[src/rtl/mem_bus_arbiter.sv]
// mem_bus_arbiter: shares one data bus between fetch and the memory stage.
// Round-robin grant in IDLE, registered bus request, response routed back.
//
// Ports:
//   clk, rst          clock, async active-high reset
//   ireq / iresp      fetch request / response (ibus style)
//   dreq_in/dresp_out memory-stage request / response (dbus style)
//   bus_req/bus_resp  shared bus request (registered) / response
//   busy              high whenever a grant is outstanding

package mem_bus_pkg;

    typedef logic [31:0] addr_t;
    typedef logic [31:0] word_t;
    typedef logic [3:0]  strobe_t;

    typedef enum logic [2:0] {
        MSIZE1 = 3'd0,
        MSIZE2 = 3'd1,
        MSIZE4 = 3'd2,
        MSIZE8 = 3'd3
    } msize_t;

    typedef struct packed {
        logic  valid;
        addr_t addr;
    } ibus_req_t;

    typedef struct packed {
        logic  addr_ok;
        logic  data_ok;
        word_t data;
    } ibus_resp_t;

    typedef struct packed {
        logic    valid;
        addr_t   addr;
        msize_t  size;
        strobe_t strobe;
        word_t   data;
    } dbus_req_t;

    typedef struct packed {
        logic  addr_ok;
        logic  data_ok;
        word_t data;
    } dbus_resp_t;

endpackage

module mem_bus_arbiter
    import mem_bus_pkg::*;
#(
    parameter msize_t  FETCH_SIZE   = MSIZE4,
    parameter strobe_t FETCH_STROBE = '0
) (
    input  logic       clk,
    input  logic       rst,
    input  ibus_req_t  ireq,
    output ibus_resp_t iresp,
    input  dbus_req_t  dreq_in,
    output dbus_resp_t dresp_out,
    output dbus_req_t  bus_req,
    input  dbus_resp_t bus_resp,
    output logic       busy
);

    typedef enum logic [1:0] {
        IDLE    = 2'd0,
        GRANT_I = 2'd1,
        GRANT_D = 2'd2
    } state_t;

    state_t state;
    state_t state_nx;
    logic   last_d;
    logic   done;

    // addr_ok alone does not finish a transaction
    assign done = bus_resp.addr_ok & bus_resp.data_ok;

    always_ff @(posedge clk or posedge rst) begin
        if (rst) begin
            state <= IDLE;
        end else begin
            state <= state_nx;
        end
    end

    // Ties go to whichever side was not served last
    always_comb begin
        state_nx = state;
        unique case (state)
            IDLE: begin
                if (dreq_in.valid && (!ireq.valid || !last_d)) begin
                    state_nx = GRANT_D;
                end else if (ireq.valid) begin
                    state_nx = GRANT_I;
                end
            end
            GRANT_I, GRANT_D: begin
                if (done) begin
                    state_nx = IDLE;
                end
            end
            default: state_nx = IDLE;
        endcase
    end

    // Request is latched at the grant edge and frozen until completion,
    // so requester-side changes mid-grant never reach the bus.
    always_ff @(posedge clk or posedge rst) begin
        if (rst) begin
            bus_req <= '0;
            last_d  <= 1'b0;
        end else begin
            unique case (state)
                IDLE: begin
                    if (state_nx == GRANT_D) begin
                        bus_req.valid  <= 1'b1;
                        bus_req.addr   <= dreq_in.addr;
                        bus_req.size   <= dreq_in.size;
                        bus_req.strobe <= dreq_in.strobe;
                        bus_req.data   <= dreq_in.data;
                    end else if (state_nx == GRANT_I) begin
                        bus_req.valid  <= 1'b1;
                        bus_req.addr   <= ireq.addr;
                        bus_req.size   <= FETCH_SIZE;
                        bus_req.strobe <= FETCH_STROBE;
                        bus_req.data   <= '0;
                    end
                end
                GRANT_I, GRANT_D: begin
                    if (done) begin
                        bus_req.valid <= 1'b0;
                        last_d        <= (state == GRANT_D);
                    end
                end
                default: ;
            endcase
        end
    end

    always_comb begin
        busy              = (state != IDLE);
        iresp.data        = bus_resp.data;
        iresp.addr_ok     = (state == GRANT_I) & done;
        iresp.data_ok     = (state == GRANT_I) & done;
        dresp_out.data    = bus_resp.data;
        dresp_out.addr_ok = (state == GRANT_D) & done;
        dresp_out.data_ok = (state == GRANT_D) & done;
    end

endmodule

[config.mk]
export PLATFORM = sky130hd
export DESIGN_NAME = mem_bus_arbiter
export DESIGN_NICKNAME = d
export VERILOG_FILES = /design/src/rtl/mem_bus_arbiter.sv
export SDC_FILE = /design/constraint.sdc
export NUM_CORES = 1
export LEC_CHECK = 0
export BUFFER_PORTS_ARGS = -buffer_cell sky130_fd_sc_hd__buf_2
export CORE_AREA = 2 2 109 111
export DETAILED_ROUTE_END_ITERATION = 16
export DIE_AREA = 0 0 111 113
export PLACE_DENSITY = 0.82
export SETUP_SLACK_MARGIN = 0.5
export SYNTH_ARGS = -nofsm -noshare
export SYNTH_HDL_FRONTEND = slang
export SYNTH_SLANG_ARGS = --single-unit
[constraint.sdc]
create_clock -name clk -period 4.7 [get_ports clk]
set_clock_uncertainty 0.2 [all_clocks]
set_input_delay 0.235 -clock clk [delete_from_list [all_inputs] [get_ports clk]]
set_output_delay 0.235 -clock clk [all_outputs]
set_load 0.01 [all_outputs]
# Yosys cells after proc, flatten, opt, wreduce, memory -nomap -nowiden
# Index checks and enable logic that the tools add are counted.
# word_totals
elab_cells	36
in_bits	141
ff_bits	75
out_inout_bits	141
# classes
n_reduce_logical	12
bitwise_logic	3
n_eq_ne	6
muxes	8
# op_table
cell	n
2-to-1 mux 72 bit	2
2-to-1 mux 2 bit	3
nonzero test 2 bit	3
equality test 2 x 1 -> 1 bit (second input constant)	2
equality test 2 bit (second input constant)	2
case mux 2 bit (2 select lines)	1
AND reduction 2 bit	2
AND 1 bit	3
inequality test 3 bit (second input constant)	1
AND reduction 3 bit	1
zero test 1 bit	2
zero test 2 bit	1
inequality test 2 bit (second input constant)	1
case mux 1 bit (2 select lines)	1
OR reduction 2 bit	1
logical AND 1 bit	1
logical OR 1 bit	1
2-to-1 mux 1 bit	1

# Depth between registers and ports, before layout
# Gate-level depths: netlist of the first run.
# logic_depth
word_depth	9
ltp_mapped	12
mapped_depth_nobuf	9

# Worst setup path before layout of the first run
# No wires, ideal clock.
# synth_path
kind	register to register
from	reg state[0]
to	reg bus_req[0] in the netlist's numbering
path_stages_with_launch	12
setup_time_ns	0.134
synth_period_minus_slack_ns	2.484
slack_ns	2.216
arrival_ns	2.149
path_cell_list	dfrtp_1 -> inv_1 -> ha_1 -> inv_1 -> o41ai_1 -> ha_1 -> nand2b_1 -> buf_6 -> buf_8 -> buf_6 -> nand2_1 -> o21ai_0
# synth_between
elab_chain_cells	6
# synth_lines
element	line_no	text
start, declared	74	state_t state;
start signal, assigned	86	state <= state_nx;
equality test 2 bit or equality test 2 x 1 -> 1 bit (tied branches)	93	unique case (state)
OR reduction 2 bit	93	
case mux 2 bit (2 select lines) *	93	
named net state_nx[1]	75	state_t state_nx;
equality test 2 bit or equality test 2 x 1 -> 1 bit (tied branches)	119, 125	
nonzero test 2 bit (no source line)	--	
AND reduction 2 bit (no source line)	--	
end, declared	63	output dbus_req_t bus_req,
# Mark *: on every way through the listed nets, which the timed path passes. The rest lies on a longest branch.
# A chain may end at the register's enable or synchronous reset.

# Worst setup path after layout of the first run
# layout_path
from	reg state[0]
to	reg bus_req[61] in the netlist's numbering
# The elaborated chain is that of the path after synthesis.

==> results of run 1 <==
[area by class of cell]
| cell class | count | area, um2 |
|---|---|---|
| Timing Repair Buffer | 252 | 1590 |
| Clock buffer | 11 | 243 |
| Fill cell | 1078 | 5980 |
| Multi-Input combinational cell | 236 | 1330 |
| Clock inverter | 4 | 51.3 |
| Sequential cell | 75 | 1880 |
| Inverter | 5 | 20.0 |
| Tap cell | 143 | 179 |
[cell usage after synthesis (2+ instances only)]
master and n:
and3_1 2, buf_2 4, buf_4 69, buf_6 8, buf_8 2, clkbuf_1 7
dfrtp_1 75, ha_1 5, inv_1 5, mux2i_1 32, nand2_1 111, nand2b_1 3
o21ai_0 57, o21ai_1 6, o21ai_2 9
[metal layers]
metal  up-vias  GRT usage  wire (um)
li1       1606          -          -
met1      1486      0.172       3890
met2       130      0.298       5380
met3        30     0.0428        607
met4         0     0.0750        259
met5         -          0          0
[worst max path at each step]
stage | from | end | slack [ns] | cells after the start
final | state[0] | bus_req[61] | 0.97 | 8
after detailed placement | state[0] | bus_req[66] | 1.50 | 7
after floorplan | state[0] | bus_req[0] | 2.22 | 11
after CTS | state[0] | bus_req[69] | 0.99 | 8
after global routing | state[1] | bus_req[61] | 0.72 | 8
after global placement | state[0] | bus_req[23] | 1.64 | 9
[flip-flops by register name, summed over array words and instances, names as in the netlist]
name and cells:
bus_req 72, state 2, last_d 1
[cells by family (layout without fill, tap and decap cells)]
group,Yosys count,count (layout),synth area share
and+or+nand+nor,119,119,0.119
buffers and inverters,95,272,0.181
AOI/OAI and AO/OA,79,79,0.117
DFF,75,75,0.482
muxes,33,33,0.0852
adders and majority gates,5,5,0.0161
[stage by stage]
stage          area [um2]  power (mW)  instances  worst slack (ns)   util
2_1_floorplan        3890        2.50        406              2.22      -
3_3_place_gp         4360        2.83        647              1.64  0.387
3_5_place_dp         4360        2.88        647              1.50  0.387
4_1_cts              5290        3.66        726             0.994  0.469
5_1_grt              5290        3.94        726             0.723  0.469
6_report             5290        3.62        726             0.973  0.469
[what timing repair did]
item                      CTS  global route
hold buffers               64             0
hold endpoints to repair   82             0
gates resized for setup     0             0
[tightest hold or removal path, cell delays in order]
cell	delay [ns]
buf_2	0.07
mux2i_1	0.05
o21ai_0	0.14
[power by group]
group	switching [mW]	total, mW	internal (mW)
Sequential	0.149	1.11	0.962
Clock	0.259	0.681	0.423
Combinational	1.09	1.83	0.735
==> results list, run 1 <==
* Initial core utilization: 0.345
- The congestion estimate from routability-driven global placement came to 0.847.
- The setup check on the worst reg-to-reg path leaves a slack of 0.97 ns.
* F_max: 0.268 GHz
- The first global-routing pass estimated 16,200 um of wire.
- Of the available clock period, the critical path in the final layout requires 0.793.
- Sink of the worst hold path: bus_req[47]
* Core outline area: 11,300 um2
* Horizontal die dimension: 111 um
- Seq cells post-synth: 75
- Detailed router's first-iteration violation count: 182
- Entering global routing, the biggest net connects 72 pins.
- Final wirelength: 10,100 um
- STA puts the critical path data required time at 4.68 ns.
* Kind of end point of the critical path: register
* Leading area contributor after synthesis: dfrtp_1
* Transition time at the pin with the least slew margin: 1.01 ns
- Initial antenna violation count: 0
- The count of final max-slew check failures is 0.
- Among all flip-flop cells after synthesis, the most frequent one is dfrtp_1.
- Across all layers, the routed design uses 3,252 vias.
* Arr. time, crit path: 3.70 ns
- GRT Overall Usage: 0.161
- A synthesized cell averages 9.59 um2.
- Layout overhead on the synthesized area: 35.9%
* Post-Synthesis Cell Area: 3890 um2
* Number of iterations in the first detailed-routing pass: 4
* TritonCTS clock tree: yes
- No sink is reached through more buffers than the 2 on the longest clock path.
- The clock drives 75 sinks.
- Buffers on Ports: 185
* Fraction of layout instances using a drive strength above 1: 0.369
- Via count normalized by instance count: 4.48
- Across the VDD grid, the largest voltage drop is 1340 uV.
* Number of synthesized flops with an enable pin: 0
- In the final routed layout, each cell accounts on average for 14.0 um.
- Floorplan die area: 12,500 um2
- Total of warnings raised by yosys: 0
* Post-DP HPWL: 6400 um
- Number of nets in the synthesized netlist: 552
- Slowest stage cell on the critical path: ha_4
* Maximum capacitance violations: 0
- For this run, the slowest stage of the critical path takes 0.88 ns.
- Of all nets on the critical path, the largest fanout is 71.
- Counting distinct cell types in the post-synthesis netlist gives 26.
* Startpoint of the worst-slack reg-to-reg timing path: state[0]
- Setup repair after global routing left no endpoint under its margin.
* Setup bufs post-CTS: 0
- After routing, the total negative slack on setup checks comes to 0 ns.
* Top Family by Delay on Critical Path: adder cells
* Reg2Reg Depth: 8
- Synthesis produced a netlist whose cell count is 406.
* Leak: 2.72 nW
- Portion of the post-synthesis area used by sequential elements: 0.482
- Critical Path, Cell by Cell: inv_1 -> ha_1 -> inv_1 -> o41ai_1 -> ha_4 -> mux2i_1 -> dlygate4sd3_1 -> o21ai_0
- The library cell used most frequently in the layout, excluding fill and tap cells, is buf_2.
- The cell that appears most often on the critical path is inv_1.
- The final number of hold-violating endpoints was 0.
- The top cell types in the final layout, fill and taps aside, are buf_2 (185), nand2_1 (111), dfrtp_1 (75), dlygate4sd3_1 (64), o21ai_0 (57).
- Subtracting the final worst setup slack from the clock period gives 3.73 ns.
* Clock buffer count from CTS: 9
- The detail route stage leaves a number of antenna-violating nets equal to 0.
* Worst Hold Launch: dreq_in[47]
* Height of the die: 113 um
* Headroom to the max-slew limit: 0.326
* Ant diodes: 0
* # H-tree levels: 3
* Final setup violating endpoints: 0
* Number of global-route vias before repair: 3,354
* Most area-consuming cells after synthesis: dfrtp_1 (48%), buf_4 (13%), nand2_1 (11%), mux2i_1 (8.2%), o21ai_0 (7.3%)
- In the routed design, unresolved DRC markers number 0.
- Status: finished clean
* Worst path bufs/invs: 3
- Number of cell rows: 39
* Hold path cells: 3
- After the last flow step, the layout net total stands at 725.
- Classification of the worst setup path: reg -> reg
- Async set-or-reset flop fraction in the synthesized netlist: 1.00
- CTS clock-pin slew for the worst setup and hold paths: 0.06 ns
* Share of the synthesized area in the top cell type: 0.482
- Final hold slack: 0.00551 ns
- 282 I/O pins were placed.
* Clock insertion delay at the later pin of the skew report: 0.33 ns
- Global-route congestion overflow total: 0
* P per Cell Area: 684 nW/um2
- In this run the critical register-to-register path is captured at bus_req[61].
* Path category of the worst min-delay check: in -> reg
- The tree is rooted in a clkbuf_16.
- Startpoint class of the critical path: register
Power figures use the tool's default switching activity.
==> inputs of run 2 (changes only) <==
Settings changed: CORE_AREA 2 2 109 111 to 2 2 110 112, DIE_AREA 0 0 111 113 to 0 0 112 114, PLACE_DENSITY 0.82 to 0.8.
Clock period 4.7 ns to 3.7 ns, I/O delays scaled along.
==> run 2 against run 1 <==
Combinational power rose by 32%. Final area rose by 8.8%. Critical path depth did not move. Count of clock-buffer cells in the layout fell by 2. Non-clock buffer count rose by 39. Routed wire length rose by 9.5%. First-iteration DRC count rose by 49%. Register-to-register slack got worse by 0.26 ns. Cell count rose by 6.2%. Setup slack got worse by 0.26 ns. Sequential share of layout area fell by 2.9 points. Largest cell class is now buffers. Largest power group unchanged.
==> results list, run 2 (synthesized netlist as in run 1, its figures left out) <==
- Layout overhead on the synthesized area: 47.9%
* DP Cell Count: 652
- After global routing, the most crowded layer is met2.
* TNS Setup: 0 ns
- Dividing the final minimum period by the clock period gives 0.807.
- For the worst-skew pair, the clock arrives at the later sink with an insertion delay of 0.33 ns.
- In this run the worst hold path is classified as in -> reg.
* Floorplan die area: 12,800 um2
- After detailed routing, the number of remaining DRC violations is 0.
- Transition time at the pin with the least slew margin: 0.744 ns
- No sink is reached through more buffers than the 2 on the longest clock path.
- M2 GR Usage: 0.305
* Total of fill cells in the finished design: 1,035
* Largest net degree at the start of global routing: 87
- The most numerous cell type found on the critical path is inv_1.
- Across the run, the number of max-cap violations was 0.
- In this run the tightest slew margin relative to its limit is 0.503.
- Dividing the detail-routed via count by the number of cells gives 4.56.
* Ant diodes: 0
- For this design, the slowest cell found on the critical path is dlygate4sd3_1.
- The internal power of the cells totals 2.79 mW.
- Final setup violating endpoints: 0
- TritonCTS built the clock tree.
* Highest fanout seen on the critical path: 26
- For this configuration, the core starts out at a cell density of 0.332.
- From left edge to right edge, the die measures 112 um.
- The count of final max-slew check failures came to 0.
- STA classifies the critical path startpoint as a register.
* Final wirelength: 11,100 um
* P per Cell Area: 830 nW/um2
- Derived from the worst setup path, the maximum achievable clock frequency is 0.335 GHz.
- Final weighted congestion in routability-driven placement: 0.846
- Clock-pin slew was measured on the worst setup and hold paths at 0.06 ns.
- For this design, the sink count on the clock tree is 75.
- Of the total power, combinational logic draws 0.504.
- WL/cell: 14.4 um
* Arr. time, crit path: 2.99 ns
- The largest single stage delay on the critical path is 0.56 ns.
- # H-tree levels: 3
* Commonest non-fill, non-tap cells in the layout: buf_2 (185), nand2_1 (111), dlygate4sd3_1 (102), dfrtp_1 (75), o21ai_0 (57)
* Number of cell rows: 40
* Overall power after layout: 4.78 mW
- Dpl cell area: 4390 um2
- Max rail drop VDD: 411 uV
- The number of antenna violations at the first check in global routing was 0.
- The final number of hold-violating endpoints came to 0.
- Overall via count from detail_route: 3,513
- The flow ran to the end, and the final reports show no timing, DRC or antenna violations.
* Number of iterations in the first detailed-routing pass: 4
- Buffers on Ports: 185
- Net switching power: 1.98 mW
- Post-DP HPWL: 6160 um
* I/O pin count: 282
* Setup repair after global routing missed its margin: no
* Largest register FFs: 72
* Classification of the worst setup path: reg -> reg
- Switching power share of the total: 0.416
- Minimum period implied by the final worst setup slack: 2.98 ns
- The number of clock buffers added by TritonCTS is 9.
- The largest registers in the layout are bus_req x72, state x2, last_d x1.
- Detailed router's first-iteration violation count: 271
* Global-route congestion overflow total: 0
- With fillers left out, the area of the finished cells amounts to 5760 um2.
- In the final layout, the share of cells above drive strength 1 is 0.353.
- Fraction of power consumed by the clock network: 0.198
- Worst-case setup margin in the final layout: 0.715 ns
- STA classifies the critical path endpoint as a register.
* Met3 track demand over resource in global routing: 0.0436
- GRT Overall Usage: 0.168
* Commonest non-fill, non-tap cell in the layout: buf_2
* Root buffer cell: clkbuf_16
* Critical Path, Cell by Cell: inv_1 -> ha_1 -> inv_1 -> o41ai_2 -> ha_4 -> mux2i_1 -> dlygate4sd3_1 -> o21ai_0
- The total area inside the core boundary comes to 11,700 um2.
- Height of the die: 114 um
* Post-placement worst setup slack: 0.577 ns
- Leaving out filler cells and counting taps, the final layout contains 771.
- Final hold slack: 0.0213 ns
- Leak: 2.91 nW
* Top register by number of flip-flops: bus_req
* Nets: 765
- STA puts the critical path data required time at 3.70 ns.
- Met1 global-route usage: 0.175
* Number of routed nets with antenna violations: 0
* Number of global-route vias before repair: 3,623
- Flop pwr share: 0.297
* Global-route wire length before repair: 17,200 um
- Util after Layout: 0.492
==> run 2: cell types whose count changed in the layout (fill, tap and decap cells not counted), sizes merged <==
cell,change
dlygate4sd3,+38
clkbuf,-2
clkinvlp,+2
buf,+1
bufinv,+1
clkinv,-1
inv,+1
nand2b,+1
==> run 2: power groups by stage <==
stage	combinational (mW)	sequential [mW]	clock, mW
6_report	2.41	1.42	0.946
5_1_grt	2.69	1.47	1.01
4_1_cts	2.34	1.42	0.978
3_5_place_dp	2.25	1.43	0
3_3_place_gp	2.18	1.42	0
2_1_floorplan	1.59	1.59	0
==> run 2: path summary, 6_finish.rpt <==
kind	depth (start not counted)	slack, ns	endpoint	from
worst min register to register	2	0.27	bus_req[9]	bus_req[9]
min in group asynchronous	3	0.36	bus_req[10]	rst
max in group asynchronous	4	2.05	bus_req[19]	rst
worst max-delay path	8	0.72	bus_req[39]	state[0]
worst max register to register	8	0.72	bus_req[39]	state[0]
worst min-delay path	3	0.02	bus_req[62]	ireq[23]
==> run 2: layout make-up <==
type,count,area [um2],area share
Timing Repair Buffer,291,2000,0.348
Clock inverter,7,100,0.0174
Tap cell,147,184,0.0319
Clock buffer,9,225,0.0391
Sequential cell,75,1880,0.326
Inverter,5,20.0,0.00348
Multi-Input combinational cell,237,1350,0.234
==> run 2: repair_timing <==
item                                   4_1_cts  5_1_grt
hold buffers                               102        0
resized for setup                            0        1
setup endpoints to repair                    0       43
buffers inserted                             0        0
endpoints found under the hold margin      112        0
==> run 2: routing by layer <==
metal	share of wire	vias to the layer above
met1	0.37	1600
met5	0	-
met3	0.061	54
met4	0.042	0
met2	0.52	166
li1	-	1693
==> run 2: worst max-delay path: cells and delay by family (launching register included) <==
family / cells / cell delay (ns)
AOI/OAI and AO/OA: 2 / 0.55
adders and majority gates: 2 / 0.73
muxes: 1 / 0.21
buffers and inverters: 3 / 0.73
DFF: 1 / 0.43
==> inputs of run 3 (changes only) <==
Settings changed: ABC_AREA set to 1, CORE_AREA 2 2 110 112 to 2 2 108 110, DIE_AREA 0 0 112 114 to 0 0 110 112, PLACE_DENSITY 0.8 to 0.85.
Clock period 3.7 ns to 2.6 ns, I/O delays scaled along.
==> run 3 against run 2 <==
Fmax grew 32%. Count of clock-buffer cells in the layout rose by 1. Routed wire length grew 32%. Sequential power is 32% higher. Clock power rose by 43%. Final area grew 12%. Flip-flop and latch count stayed put. Register-to-register slack worse by 0.38 ns. Critical path type unchanged. Largest power group unchanged.
==> results list, run 3 <==
* Commonest non-fill, non-tap cell in the layout: buf_2
* Number of cell rows: 39
- Register-to-register setup slack: 0.34 ns
- Core outline area: 11,200 um2
- For the worst flop-to-flop path, the logic depth is 10.
- Seq cells post-synth: 75
- Transition time at the pin with the least slew margin: 0.820 ns
* TNS Setup: 0 ns
* P per Cell Area: 1420 nW/um2
* Height of the die: 112 um
- Root buffer cell: clkbuf_16
- In the synthesized netlist the dominant register cell turns out to be dfrtp_1.
- The cell area that synthesis handed to floorplanning was 3840 um2.
- Worst Hold Launch: bus_resp[25]
- Top register by number of flip-flops: bus_req
- Minimum period implied by the final worst setup slack: 2.26 ns
- Number of global-route vias before repair: 3,980
* Number of clock sinks seen by CTS: 75
- Counting along the longest clock path gives a buffer depth of 2.
- Of the cells placed in the final design, the portion with a size suffix greater than 1 is 0.402.
- Post-placement worst setup slack: 0.230 ns
* Initial core utilization: 0.343
- Counting flops with a built-in enable in the synthesized netlist gives 0.
* CTS clock-pin slew for the worst setup and hold paths: 0.06 ns
- Nets: 848
* Clock insertion delay at the later pin of the skew report: 0.32 ns
- Measured along the x axis, the die boundary spans 110 um.
* Count of final max-slew check failures: 0
* Final weighted congestion in routability-driven placement: 0.774
- Setup slack on the critical path of the routed design comes to 0.340 ns.
* Share of the synthesized area in the top cell type: 0.489
- Slowest stage cell on the critical path: dfrtp_2
* Max rail drop VDD: 881 uV
- The worst register-to-register path ends at bus_req[68].
- Global-route congestion overflow total: 0
* Part of the cycle the worst path needs: 0.869
- In this run the number of H-tree levels came out at 3.
- Worst path max stage delay: 0.41 ns
- Commonest non-fill, non-tap cells in the layout: buf_2 (185), nand2_1 (112), dlygate4sd3_1 (104), dfrtp_1 (74), o21ai_1 (45)
- Of all flip-flops after synthesis, the portion carrying an async set or reset was 1.00.
- By count the netlist is led by nand2_1 (118), dfrtp_1 (75), o21ai_0 (71).
- TritonCTS clock tree: yes
- Cells after Synth: 452
- Setup repair after global routing missed its margin: yes
- Setup violations remaining at the end of the flow were counted as 0.
- The detailed router placed 4,060 vias in this run.
- F_max: 0.442 GHz
- Path category of the worst min-delay check: in -> out
* Leading area contributor after synthesis: dfrtp_1
- For this run, design rule violations remaining after detail routing come to 0.
* Maximum capacitance violations: 0
- Synthesis instantiated 19 different standard cells from the library.
* Dominant cell by count in the synthesized netlist: nand2_1
- In this run the remaining antenna-violating nets after routing total 0.
- Floorplan die area: 12,300 um2
* Biggest regs: bus_req x72, state x2, last_d x1
- Startpoint class of the critical path: register
- Measured against its own limit, the worst slew margin works out to 0.452.
* Hold path cells: 0
- Global-route wire length before repair: 19,900 um
- Kind of end point of the critical path: register
- Largest net degree at the start of global routing: 41
- After detailed routing, the average wire length per cell comes to 17.2 um.
* Arr. time, crit path: 2.30 ns
- After the first detailed-routing iteration, the DRC count stood at 329.
- Required time at the endpoint of the critical path: 2.64 ns
- Number of iterations in the first detailed-routing pass: 5
* Status: finished clean
* Sink of the worst hold path: dresp_out[25]
- The number of nets handed over by synthesis was 598.
- The completed layout was analyzed and its total power is 9.21 mW.
- Post-DP HPWL: 6970 um
* Buffers on Ports: 185
- Total of warnings raised by yosys: 0
- GRT Overall Usage: 0.212
- Top Family by Delay on Critical Path: adder cells
- The area growth from synthesis to layout is 68.6%.
- 282 I/O pins were placed.
- Final wirelength: 14,600 um
- Clock buffer count from CTS: 9
* Highest fanout seen on the critical path: 6
- Initial antenna violation count: 1
- Leak: 3.21 nW
- Average cell area after synthesis: 8.49 um2
- Critical path's most frequent cell: ha_4
- Most area-consuming cells after synthesis: dfrtp_1 (49%), buf_4 (13%), nand2_1 (12%), o21ai_0 (9.3%), o21ai_1 (4.6%)
* Portion of the post-synthesis area used by sequential elements: 0.489
* Total of fill cells in the finished design: 913
* Total count of hold-check failures in the final report: 0
* Via count normalized by instance count: 4.77
- The register with the most flip-flops in the layout has 72 of them.
* Worst path bufs/invs: 3
- Classification of the worst setup path: reg -> reg
- Walking the worst path, the cells encountered are inv_2 -> ha_4 -> nand3_2 -> a21oi_4 -> ha_4 -> nor2_4 -> buf_12 -> clkbuf_16 -> o21ai_0 -> o21ai_1.
- Startpoint of the worst-slack reg-to-reg timing path: state[1]
## run 3: cell count changes in the layout (fill, tap and decap cells not counted), sizes merged, moves of 6 or more
cell    previous run  this run
buf              189       218
clkbuf             9        18
inv                5        11
mux2i             32         0
nand2            111       120
nor2               1        38
o21ai             72       106
## run 3: timing repair
item | 4_1_cts | 5_1_grt
resized for setup | 25 | 50
pin swaps | 7 | 8
endpoints found under the setup margin | 72 | 72
hold endpoints to repair | 106 | 0
setup buffers | 12 | 8
hold buffers | 104 | 0
gates cloned | 4 | 11
## run 3: layout make-up
cell class / instances / area, um2 / share of cell area
clock inverter: 6 / 88.8 / 0.0137
multi-input combinational: 274 / 1410 / 0.218
inverter: 12 / 56.3 / 0.00870
antenna: 1 / 2.50 / 0.000387
tap: 143 / 179 / 0.0277
clock buffer: 10 / 239 / 0.0369
sequential: 75 / 1880 / 0.290
timing repair buffer: 330 / 2620 / 0.405
## run 3: layer usage
| metal | share of wire | up-vias | track usage |
|---|---|---|---|
| li1 | - | 1893 | - |
| met2 | 0.52 | 210 | 0.378 |
| met5 | 0 | - | 0 |
| met4 | 0.034 | 0 | 0.0996 |
| met1 | 0.37 | 1910 | 0.226 |
| met3 | 0.076 | 47 | 0.0580 |
## run 3: worst register-to-register path: cells and delay by family (launching register included)
family	cells	cell delay (ns)
DFF	1	0.41
buffers and inverters	3	0.36
AOI/OAI and AO/OA	3	0.45
adders and majority gates	2	0.55
and+or+nand+nor	2	0.22
## run 3: cell families (layout without fill, tap and decap cells)
family / count (synthesis) / after routing / share of synthesized area
AO/OA/AOI/OAI: 109 / 109 / 0.143
other: 0 / 1 / 0
buffers and inverters: 104 / 358 / 0.193
AND/OR/NAND/NOR: 159 / 160 / 0.159
flip-flops: 75 / 75 / 0.489
adder cells (fa/ha/maj): 5 / 5 / 0.0163
## run 3: where the power goes
| part | internal [mW] | total (mW) | switching [mW] |
|---|---|---|---|
| clock | 0.866 | 1.35 | 0.484 |
| sequential | 1.64 | 1.88 | 0.248 |
| combinational | 2.83 | 5.97 | 3.14 |
## run 3: how the worst max path moves through the flow
stage / startpoint / to / slack (ns) / depth (start not counted)
floorplan: state[0] / bus_req[39] / 0.50 / 12
global placement: state[1] / bus_req[71] / 0.31 / 12
detailed placement: state[1] / bus_req[71] / 0.23 / 12
CTS: state[1] / bus_req[71] / 0.38 / 12
global route: state[1] / bus_req[71] / 0.29 / 12
finish: state[1] / bus_req[68] / 0.34 / 10
## run 3: stage by stage
step                cells  hold WS [ns]  area (um2)  utilization
floorplan             452        0.0769        3880            -
global placement      695        0.0601        4400        0.394
detailed placement    695        0.0601        4400        0.394
CTS                   831        0.0461        6050        0.542
global route          851        0.0600        6470        0.579
finish                851        0.0600        6470        0.579
